--- config.mk ---
export PLATFORM = sky130hd
export DESIGN_NAME = alu_muldiv_flat
export DESIGN_NICKNAME = d
export VERILOG_FILES = /design/src/rtl/alu_muldiv_if.sv /design/src/rtl/alu_muldiv.sv /design/src/flat_wrapper.sv
export SDC_FILE = /design/constraint.sdc
export NUM_CORES = 1
export LEC_CHECK = 0
export BUFFER_PORTS_ARGS = -buffer_cell sky130_fd_sc_hd__buf_2
export CAP_MARGIN = 20
export CELL_PAD_IN_SITES_DETAIL_PLACEMENT = 1
export CELL_PAD_IN_SITES_GLOBAL_PLACEMENT = 2
export CORE_MARGIN = 2
export CORE_UTILIZATION = 38
export CTS_CLUSTER_SIZE = 30
export DETAILED_ROUTE_END_ITERATION = 8
export PLACE_DENSITY = 0.94
export REMOVE_ABC_BUFFERS = 1
export SLEW_MARGIN = 20
export SYNTH_ARGS = -nofsm -noshare
export SYNTH_HDL_FRONTEND = slang
export SYNTH_SLANG_ARGS = --single-unit
--- constraint.sdc ---
create_clock -name clk -period 4.8 [get_ports clk]
set_input_delay 0.48 -clock clk [delete_from_list [all_inputs] [get_ports clk]]
set_output_delay 0.48 -clock clk [all_outputs]
set_load 0.005 [all_outputs]
--- src/rtl/alu_muldiv_if.sv ---
// Start/operand/result bundle for the alu_muldiv multi-cycle multiply/divide unit.
interface alu_muldiv_if #(parameter int WIDTH = 8);
  logic             start;
  logic [1:0]       op;
  logic [WIDTH-1:0] a;
  logic [WIDTH-1:0] b;
  logic [WIDTH-1:0] result_lo;
  logic [WIDTH-1:0] result_hi;
  logic             ov_o;
  logic             cy_o;
  logic             busy;
  logic             done;

  modport master (
    output start, op, a, b,
    input  result_lo, result_hi, ov_o, cy_o, busy, done
  );

  modport slave (
    input  start, op, a, b,
    output result_lo, result_hi, ov_o, cy_o, busy, done
  );
endinterface

--- src/rtl/alu_muldiv.sv ---
// Iterative shift-add multiply / restoring divide, one bit per clock.
// Define ALU_MULDIV_SIGNED_EN to enable signed ops (op 2/3); otherwise op[1] is ignored.
//
// state | meaning
// IDLE  | waiting for start; operands captured on accept
// RUN   | one multiply/divide iteration per clock, WIDTH iterations
// DONE  | one-cycle done pulse; result registers already loaded
module alu_muldiv #(
  parameter int WIDTH = 8
) (
  input logic         clk,
  input logic         rst_n,
  alu_muldiv_if.slave bus
);
  localparam int CW = (WIDTH > 2) ? $clog2(WIDTH) : 1;

  typedef enum logic [1:0] {IDLE, RUN, DONE} state_t;

  state_t             state, state_nxt;
  logic [CW-1:0]      count;
  logic [2*WIDTH:0]   acc, acc_nxt;
  logic [WIDTH-1:0]   bw;
  logic               is_div;
  logic [WIDTH-1:0]   res_lo_q, res_hi_q;
  logic               ov_q, cy_q;

  logic               accept, div_zero, last;
  logic [WIDTH-1:0]   a_mag, b_mag;
  logic [WIDTH:0]     sum;
  logic [2*WIDTH:0]   sh;
  logic [WIDTH+1:0]   diff;
  logic [2*WIDTH-1:0] mul_p;
  logic [WIDTH-1:0]   quo, rem;
  logic [WIDTH-1:0]   fin_lo, fin_hi;
  logic               fin_ov;

  assign accept   = (state == IDLE) && bus.start;
  assign div_zero = bus.op[0] && (bus.b == '0);
  assign last     = (count == CW'(WIDTH - 1));

`ifdef ALU_MULDIV_SIGNED_EN
  logic is_sgn, neg_lo, neg_hi;
  logic a_neg, b_neg;

  always_comb begin
    a_neg = bus.op[1] & bus.a[WIDTH-1];
    b_neg = bus.op[1] & bus.b[WIDTH-1];
    a_mag = a_neg ? (~bus.a + 1'b1) : bus.a;
    b_mag = b_neg ? (~bus.b + 1'b1) : bus.b;
  end
`else
  logic unused_op_hi;
  assign unused_op_hi = bus.op[1];
  assign a_mag = bus.a;
  assign b_mag = bus.b;
`endif

  // acc = {partial (W+1), low word}: low word shifts out multiplier bits or in quotient bits
  always_comb begin
    sum  = acc[2*WIDTH:WIDTH] + {1'b0, bw};
    sh   = {acc[2*WIDTH-1:0], 1'b0};
    diff = {1'b0, sh[2*WIDTH:WIDTH]} - {2'b00, bw};
    if (is_div)
      acc_nxt = diff[WIDTH+1] ? sh : {diff[WIDTH:0], sh[WIDTH-1:1], 1'b1};
    else
      acc_nxt = {(acc[0] ? sum : acc[2*WIDTH:WIDTH]), acc[WIDTH-1:0]} >> 1;
  end

  always_comb begin
    mul_p = acc_nxt[2*WIDTH-1:0];
    quo   = acc_nxt[WIDTH-1:0];
    rem   = acc_nxt[2*WIDTH-1:WIDTH];
`ifdef ALU_MULDIV_SIGNED_EN
    if (neg_lo) begin
      mul_p = ~mul_p + 1'b1;
      quo   = ~quo + 1'b1;
    end
    if (neg_hi) rem = ~rem + 1'b1;
`endif
    if (is_div) begin
      fin_lo = quo;
      fin_hi = rem;
      fin_ov = 1'b0;
    end else begin
      fin_lo = mul_p[WIDTH-1:0];
      fin_hi = mul_p[2*WIDTH-1:WIDTH];
      fin_ov = (fin_hi != '0);
`ifdef ALU_MULDIV_SIGNED_EN
      if (is_sgn) fin_ov = (fin_hi != {WIDTH{fin_lo[WIDTH-1]}});
`endif
    end
  end

  always_ff @(posedge clk or negedge rst_n) begin
    if (!rst_n) state <= IDLE;
    else        state <= state_nxt;
  end

  always_comb begin
    state_nxt = state;
    case (state)
      IDLE: if (bus.start) state_nxt = div_zero ? DONE : RUN;
      RUN:  if (last) state_nxt = DONE;
      DONE: state_nxt = IDLE;
      default: state_nxt = IDLE;
    endcase
  end

  always_ff @(posedge clk or negedge rst_n) begin
    if (!rst_n) begin
      count    <= '0;
      acc      <= '0;
      bw       <= '0;
      is_div   <= 1'b0;
      res_lo_q <= '0;
      res_hi_q <= '0;
      ov_q     <= 1'b0;
      cy_q     <= 1'b0;
`ifdef ALU_MULDIV_SIGNED_EN
      is_sgn   <= 1'b0;
      neg_lo   <= 1'b0;
      neg_hi   <= 1'b0;
`endif
    end else if (accept) begin
      count  <= '0;
      acc    <= {{(WIDTH+1){1'b0}}, a_mag};
      bw     <= b_mag;
      is_div <= bus.op[0];
`ifdef ALU_MULDIV_SIGNED_EN
      is_sgn <= bus.op[1];
      neg_lo <= a_neg ^ b_neg;
      neg_hi <= a_neg;
`endif
      // Divide by zero bypasses RUN, so its result is loaded straight from the inputs
      if (div_zero) begin
        res_lo_q <= '1;
        res_hi_q <= bus.a;
        ov_q     <= 1'b1;
        cy_q     <= 1'b0;
      end
    end else if (state == RUN) begin
      acc   <= acc_nxt;
      count <= count + 1'b1;
      if (last) begin
        res_lo_q <= fin_lo;
        res_hi_q <= fin_hi;
        ov_q     <= fin_ov;
        cy_q     <= 1'b0;
      end
    end
  end

  assign bus.result_lo = res_lo_q;
  assign bus.result_hi = res_hi_q;
  assign bus.ov_o      = ov_q;
  assign bus.cy_o      = cy_q;
  assign bus.busy      = (state != IDLE);
  assign bus.done      = (state == DONE);
endmodule
--- src/flat_wrapper.sv ---
// flat-port wrapper written by rule: the top's interface ports become plain ports
module alu_muldiv_flat 
#(
  parameter int WIDTH = 8
)
  (clk, rst_n, bus_start, bus_op, bus_a, bus_b, bus_result_lo, bus_result_hi, bus_ov_o, bus_cy_o, bus_busy, bus_done);
  alu_muldiv_if #(.WIDTH(WIDTH)) bus_i ();
  input logic clk;
  input logic rst_n;
  input wire logic [$bits(bus_i.start)-1:0] bus_start;
  input wire logic [$bits(bus_i.op)-1:0] bus_op;
  input wire logic [$bits(bus_i.a)-1:0] bus_a;
  input wire logic [$bits(bus_i.b)-1:0] bus_b;
  output wire logic [$bits(bus_i.result_lo)-1:0] bus_result_lo;
  output wire logic [$bits(bus_i.result_hi)-1:0] bus_result_hi;
  output wire logic [$bits(bus_i.ov_o)-1:0] bus_ov_o;
  output wire logic [$bits(bus_i.cy_o)-1:0] bus_cy_o;
  output wire logic [$bits(bus_i.busy)-1:0] bus_busy;
  output wire logic [$bits(bus_i.done)-1:0] bus_done;
  assign bus_i.start = bus_start;
  assign bus_i.op = bus_op;
  assign bus_i.a = bus_a;
  assign bus_i.b = bus_b;
  assign bus_result_lo = bus_i.result_lo;
  assign bus_result_hi = bus_i.result_hi;
  assign bus_ov_o = bus_i.ov_o;
  assign bus_cy_o = bus_i.cy_o;
  assign bus_busy = bus_i.busy;
  assign bus_done = bus_i.done;
  alu_muldiv #(.WIDTH(WIDTH)) u_core (.clk(clk), .rst_n(rst_n), .bus(bus_i));
endmodule
Word-level counts from Yosys, hierarchy flattened. Cells that the tools add are included.

Word-level logic and storage cells: 56. Bits of input ports: 21. Output and inout bits: 20. Register bits: 49.

Mux-type cells: 28. Reductions and logical operators: 10. Eq/ne operators: 6. $add $sub $neg: 3.

Operator list (number): $mux 17 (4); $mux 8 (8); $sub 9x8->10 (1); $add 9x8->9 (1); $mux 1 (9); $mux 9 (1); $logic_not 8->1 (1); $reduce_bool 8->1 (1); $mux 2 (3); $mux 3 (2); $reduce_bool 2->1 (3); $ne 2x2->1 const B (2); $pmux 2 s2 (1); $add 3x1->3 const B (1); $eq 3x3->1 const B (1); $reduce_and 3->1 (1); $eq 2x1->1 const B (1); $eq 2x2->1 const B (1); $logic_and 1x1->1 (2); $logic_not 2->1 (1); $ne 2x1->1 const B (1); $reduce_and 2->1 (1).

Depth between registers and ports, before layout.
Depth in word-level cells: 8. Depth in mapped cells: 11. Mapped depth without buffers: 11.

Worst setup path after synthesis. Ideal clock, no wire load.

Path kind: flip-flop to flip-flop. From: register u_core.bw[1]. To: register u_core.ov_q (netlist: u_core.bus.ov_o). Required time: 4.672 ns. Setup slack: 2.585 ns. Path buffers: 0. Setup time: 0.128 ns. Data arrival time: 2.087 ns. Clock period less this slack: 2.215 ns. Stages on the path, launching flop included: 11. Path through: dfrtp_1 inv_1 ha_1 nor2b_1 o31a_2 o211a_4 nor2_8 o31ai_1 a21o_1 nor3_2 a31oi_1.

Word-level cells in the longest chain between the ends: 8. Elaborated cells between the ends (all ways): 10. Classes of those cells: 2 x add/sub; 7 x mux; 1 x reduce/logical.

Ends and longest elaborated chain: start: declaration (line alu_muldiv.sv:22) `logic [WIDTH-1:0] bw;`; start signal: assignment (line alu_muldiv.sv:127) `bw <= b_mag;`; $add 9x8->9 / $sub 9x8->10 (equally long branches) (line alu_muldiv.sv:60, alu_muldiv.sv:62); $mux 9 / $mux 17 (equally long branches) (line alu_muldiv.sv:66, alu_muldiv.sv:64); $mux 17 * (line alu_muldiv.sv:63) `if (is_div)`; $reduce_bool 8->1 * (line alu_muldiv.sv:87) `fin_ov = (fin_hi != '0);`; $mux 1 * (line alu_muldiv.sv:80) `if (is_div) begin`; $mux 1 * (line alu_muldiv.sv:144) `if (last) begin`; $mux 1 * (line alu_muldiv.sv:141) `end else if (state == RUN) begin`; $mux 1 * (line alu_muldiv.sv:124) `end else if (accept) begin`; end signal: assignment (line alu_muldiv.sv:147) `ov_q <= fin_ov;`; end: declaration (line alu_muldiv.sv:25) `logic ov_q, cy_q;`.

Every way passes the cells marked *; elsewhere a longest branch is shown, timed or not. The select of a mux whose other input is x is not followed. A chain may end at the register's enable or synchronous reset.

Final worst setup path.
From: register u_core.state[0]. To: register u_core.res_hi_q[6] (netlist: u_core.bus.result_hi[6]).

Word-level cells in the longest chain between the ends: 4. Elaborated cells between the ends (all ways): 8. Classes of those cells: 2 x eq/ne; 1 x mux; 5 x reduce/logical.

Ends and longest elaborated chain: start: declaration (line alu_muldiv.sv:19) `state_t state, state_nxt;`; start signal: assignment (line alu_muldiv.sv:96) `else state <= state_nxt;`; $logic_not 2->1 (line alu_muldiv.sv:37) `assign accept = (state == IDLE) && bus.start;`; $logic_and 1x1->1 (line alu_muldiv.sv:37); $ne 2x2->1 (no line) / $reduce_bool 2->1 (equally long branches); $reduce_and 3->1 (no line); end signal: assignment (line alu_muldiv.sv:137) `res_hi_q <= bus.a;`; end signal: assignment (line alu_muldiv.sv:146) `res_hi_q <= fin_hi;`; end: declaration (line alu_muldiv.sv:24) `logic [WIDTH-1:0] res_lo_q, res_hi_q;`.

Several ways; a longest one is shown, not always the timed one.

==> results.txt <==
- Of the total power, registers draw 0.258.
- Fill count: 974
- Post-synthesis instance area: 0.00305 mm^2
- Proportion of layout cells with a drive suffix above 1: 0.157
* IO Port Bufs: 38
- Headroom to the max-slew limit: 0.343
- Total wirelength of the detailed-routed design: 8640 um
- Setup total negative slack on the finished layout was measured at 0 ps.
- Number of CTS-inserted buffers: 5
- Worst path buffer plus inverter count: 1
* Post-route cell area: 0.00343 mm^2
- From synthesis to final layout, the design area changed by 12.7%.
* Post-CTS setup buffers: 0
* Vias: 2699
* Worst setup EP type: flip-flop
- At the worst endpoint, the required time is 5030 ps.
- The fraction of the mapped netlist area in compound gates was 0.227.
- Fraction of synthesized cell area taken by the top area cell type: 0.394
* Type of origin of the critical path: flip-flop
- Counting flops and latches in the post-synthesis netlist gives 48.
- Number of core rows: 32
- The root buffer cell chosen for the clock tree is sky130_fd_sc_hd__clkbuf_8.
- RSZ-0062 raised after global routing: false
- At the end of the flow, the number of nets in the layout was 423.
- Dividing total power by cell area gives a power density of 887 mW/mm^2.
- Final Cycle Share: 0.574
- Of the total synthesized cell area, the portion taken by full adders, half adders and majority gates is 0.0870.
- Setup violations remaining at the end of the flow were counted as 0.
- Cell taking the most area after synthesis: sky130_fd_sc_hd__dfrtp_1
- The Yosys step of the flow raised 0 warnings.
* Tightest Pin Transition: 985 ps
- The wire-length estimate of the detail-placed layout is 6280 um.
- Of all flip-flops after synthesis, the portion carrying an async set or reset was 1.00.
- Die W: 93.6 um
* Clock sink count: 48
* DIE AREA: 0.00875 mm^2
- Among the stages of the critical path, the cell type that occurs most often is sky130_fd_sc_hd__o21ai_0.
* Maximum buffer depth of the clock tree: 2
* Count of boundary I/O pins: 41
- The clock reaches the later pin of the worst-skew pair after 310 ps.
* Residual DRC count: 0
- Entering global routing, the biggest net connects 49 pins.
- Initial Util: 0.392
- Floorplan core area: 0.00777 mm^2
- Of the total power, the share spent switching nets is 0.483.
* Average wire length per cell after detail routing: 17.9 um
- Sequential share of the synthesized area: 0.394
* DR vias/cell: 5.58
* Max VDD drop: 0.000282 V
- Top cell family by delay on the critical path: simple AND/OR/NAND/NOR gates
* Gate count of the mapped netlist: 353
- For this run, the detailed router's first-pass iteration total came to 4.
- Clock-pin slew was measured on the worst setup and hold paths at 90 ps.
- Count of hold buffers inserted by post-cts repair: 0
- The number of antenna violations at the first check in global routing is 0.
- Outcome: complete, no violations
* Xor-xnor portion of the synthesized cell area: 0.0172
- Number of H-tree levels: 2
- Grt total ovfl: 0
- At the worst endpoint, the arrival time is 2990 ps.
* Largest family of logic cells by synthesized area: compound AO/OA/AOI/OAI gates
* Most numerous cell types in the synthesized netlist: sky130_fd_sc_hd__nand2_1 (49), sky130_fd_sc_hd__dfrtp_1 (48), sky130_fd_sc_hd__nor2_1 (37)
* Net switching power: 0.00147 W
- The worst hold path belongs to the class input port to async pin.
- Critical path class: flip-flop to flip-flop
- The via count of the first global-routing pass is 2785.
- Smallest setup slack after layout: 2040 ps
- Clock period minus worst slack: 2760 ps
- After synthesis, the share of cell area in mux cells is 0.0337.
- Initial DRC Count: 152
- In this design, the stage delay of the slowest critical-path cell is 650 ps.
* Cells along the critical path: nor2b_1, and2_1, a21oi_1, inv_1, o21ai_0, o21ai_0
* Overall fraction of global-route tracks in use: 0.209
* Relative contribution of combinational cells to total power: 0.627
- The largest individual stage delay along the critical path comes from the cell sky130_fd_sc_hd__inv_1.
* Final count of pins violating max slew: 0
- Number of synthesized flops with an enable pin: 0
- Remaining antenna violation count after routing: 0
- Final count of hold timing violations: 0
- Clk pwr share: 0.116
- The congestion estimate from routability-driven global placement came to 0.843.
- For this run, the leading register cell type out of synthesis is sky130_fd_sc_hd__dfrtp_1.
* Simple logic cell fraction of the synthesized area: 0.196
* Worst reg2reg setup slack: 2040 ps
- The internal portion of the total power is 0.00157 W.
* Diodes inserted: 0
- Upper clock frequency limit: 363 MHz
* Die height: 93.6 um
* Count of different cell masters after synthesis: 51
- Standby leakage power: 1.52 nW
* Final worst clock skew: 4.58 ps
- Top-count cell post-synth: sky130_fd_sc_hd__nand2_1
- Place WS: 1730 ps
* CTS tree: done
- Placed standard-cell area: 0.00331 mm^2
- Mean Syn Cell Area: 8.63 um^2
* Post-cts gate resize count: 0
* Area contributors post-synth: sky130_fd_sc_hd__dfrtp_1 (39%), sky130_fd_sc_hd__ha_1 (7.4%), sky130_fd_sc_hd__nand2_1 (6.0%)
- Number of violations of the max-capacitance limit: 0
- The first global-routing pass estimated 14100 um of wire.
- Critical path peak fanout: 25
-- registers in the layout, indices dropped and copies added, names as in the netlist --
name and count:
u_core.bw 8, u_core.count 3, u_core.bus.result_lo 8, u_core.state 2
u_core.acc 17, u_core.bus.result_hi 8, u_core.bus.ov_o 1, u_core.is_div 1
-- worst register-to-register path, delay by kind of cell (launching register included) --
kind / cells / cell delay (ps)
AO/OA/AOI/OAI: 3 / 540
AND/OR/NAND/NOR: 2 / 1100
buffers and inverters: 1 / 650
flip-flops: 1 / 400
-- area by class of cell --
cell class | instances | area (um^2) | area share
inverter | 14 | 52.6 | 0.0153
multi-input combinational | 272 | 1710 | 0.498
clock inverter | 2 | 60.1 | 0.0175
timing repair buffer | 41 | 213 | 0.0619
tap | 102 | 128 | 0.0372
clock buffer | 5 | 68.8 | 0.0200
sequential | 48 | 1200 | 0.350
-- power by group through the flow --
stage,logic [W],clock network [W],registers (W)
after detailed placement,0.00188,0,0.000792
after global routing,0.00215,0.000376,0.000814
after global placement,0.00181,0,0.000779
after floorplan,0.00136,0,0.000763
final,0.00191,0.000353,0.000785
after CTS,0.00191,0.000361,0.000785
-- per-stage QoR --
stage / util / cells / power, W / hold WS (ps)
final: 0.442 / 484 / 0.00305 / 275
after floorplan: - / 334 / 0.00212 / 184
after CTS: 0.442 / 484 / 0.00305 / 302
after detailed placement: 0.426 / 477 / 0.00267 / 496
after global routing: 0.442 / 484 / 0.00334 / 319
after global placement: 0.426 / 477 / 0.00259 / 473
-- final timing paths --
kind / from / to / cells after the start
worst max-delay path: u_core.state[0] / u_core.bus.result_hi[6] / 6
worst min-delay path: rst_n / u_core.bus.result_hi[4] / 2
worst max register to register: u_core.state[0] / u_core.bus.result_hi[6] / 6
worst min register to register: u_core.bus.result_hi[5] / u_core.bus.result_hi[5] / 1
max in group asynchronous: rst_n / u_core.acc[9] / 2
min in group clk: bus_b[0] / u_core.bw[0] / 3
-- metal layers --
| metal | global-route usage | vias to the layer above | share of wire |
|---|---|---|---|
| met4 | 0.0556 | 0 | 0.012 |
| met1 | 0.269 | 1331 | 0.47 |
| met2 | 0.372 | 47 | 0.50 |
| met3 | 0.0226 | 7 | 0.025 |
| li1 | - | 1314 | - |
| met5 | 0 | - | 0 |
-- cells in the final DEF (no fill, tap or decap), types with 2 or more instances in the layout --
cell / Yosys / layout
sky130_fd_sc_hd__nand3_1: 17 / 17
sky130_fd_sc_hd__nor3_1: 2 / 2
sky130_fd_sc_hd__a211oi_1: 4 / 4
sky130_fd_sc_hd__clkbuf_8: 0 / 5
sky130_fd_sc_hd__and2_1: 2 / 2
sky130_fd_sc_hd__mux2i_1: 8 / 8
sky130_fd_sc_hd__nor2_1: 37 / 37
sky130_fd_sc_hd__a311oi_1: 2 / 2
sky130_fd_sc_hd__nor4_1: 2 / 2
sky130_fd_sc_hd__bufinv_16: 0 / 2
sky130_fd_sc_hd__ha_1: 18 / 18
sky130_fd_sc_hd__dfrtp_1: 48 / 48
sky130_fd_sc_hd__nand2b_1: 2 / 2
sky130_fd_sc_hd__fa_1: 2 / 2
sky130_fd_sc_hd__o22ai_1: 3 / 3
sky130_fd_sc_hd__o211ai_1: 5 / 5
sky130_fd_sc_hd__inv_1: 14 / 14
sky130_fd_sc_hd__o21a_1: 7 / 7
sky130_fd_sc_hd__mux2_2: 2 / 2
sky130_fd_sc_hd__buf_4: 1 / 3
sky130_fd_sc_hd__xnor2_1: 3 / 3
sky130_fd_sc_hd__o211ai_2: 2 / 2
sky130_fd_sc_hd__or3_1: 2 / 2
sky130_fd_sc_hd__xor2_1: 3 / 3
sky130_fd_sc_hd__nand2_1: 49 / 49
sky130_fd_sc_hd__a31oi_1: 5 / 5
sky130_fd_sc_hd__o21ai_0: 35 / 35
sky130_fd_sc_hd__a221o_1: 4 / 4
sky130_fd_sc_hd__o21ai_1: 2 / 2
sky130_fd_sc_hd__buf_2: 6 / 38
sky130_fd_sc_hd__a21oi_1: 25 / 25
sky130_fd_sc_hd__o31ai_1: 3 / 3
sky130_fd_sc_hd__nor2b_1: 8 / 8
-- kinds of logic after synthesis --
| family | count (synthesis) |
|---|---|
| other cells | 1 |
| mux | 10 |
| compound gates | 106 |
| fa+ha+maj | 20 |
| flops | 48 |
| buf+inv | 33 |
| xor+xnor | 6 |
| simple gates | 129 |
Note: power is estimated with default switching activity, not from simulation.
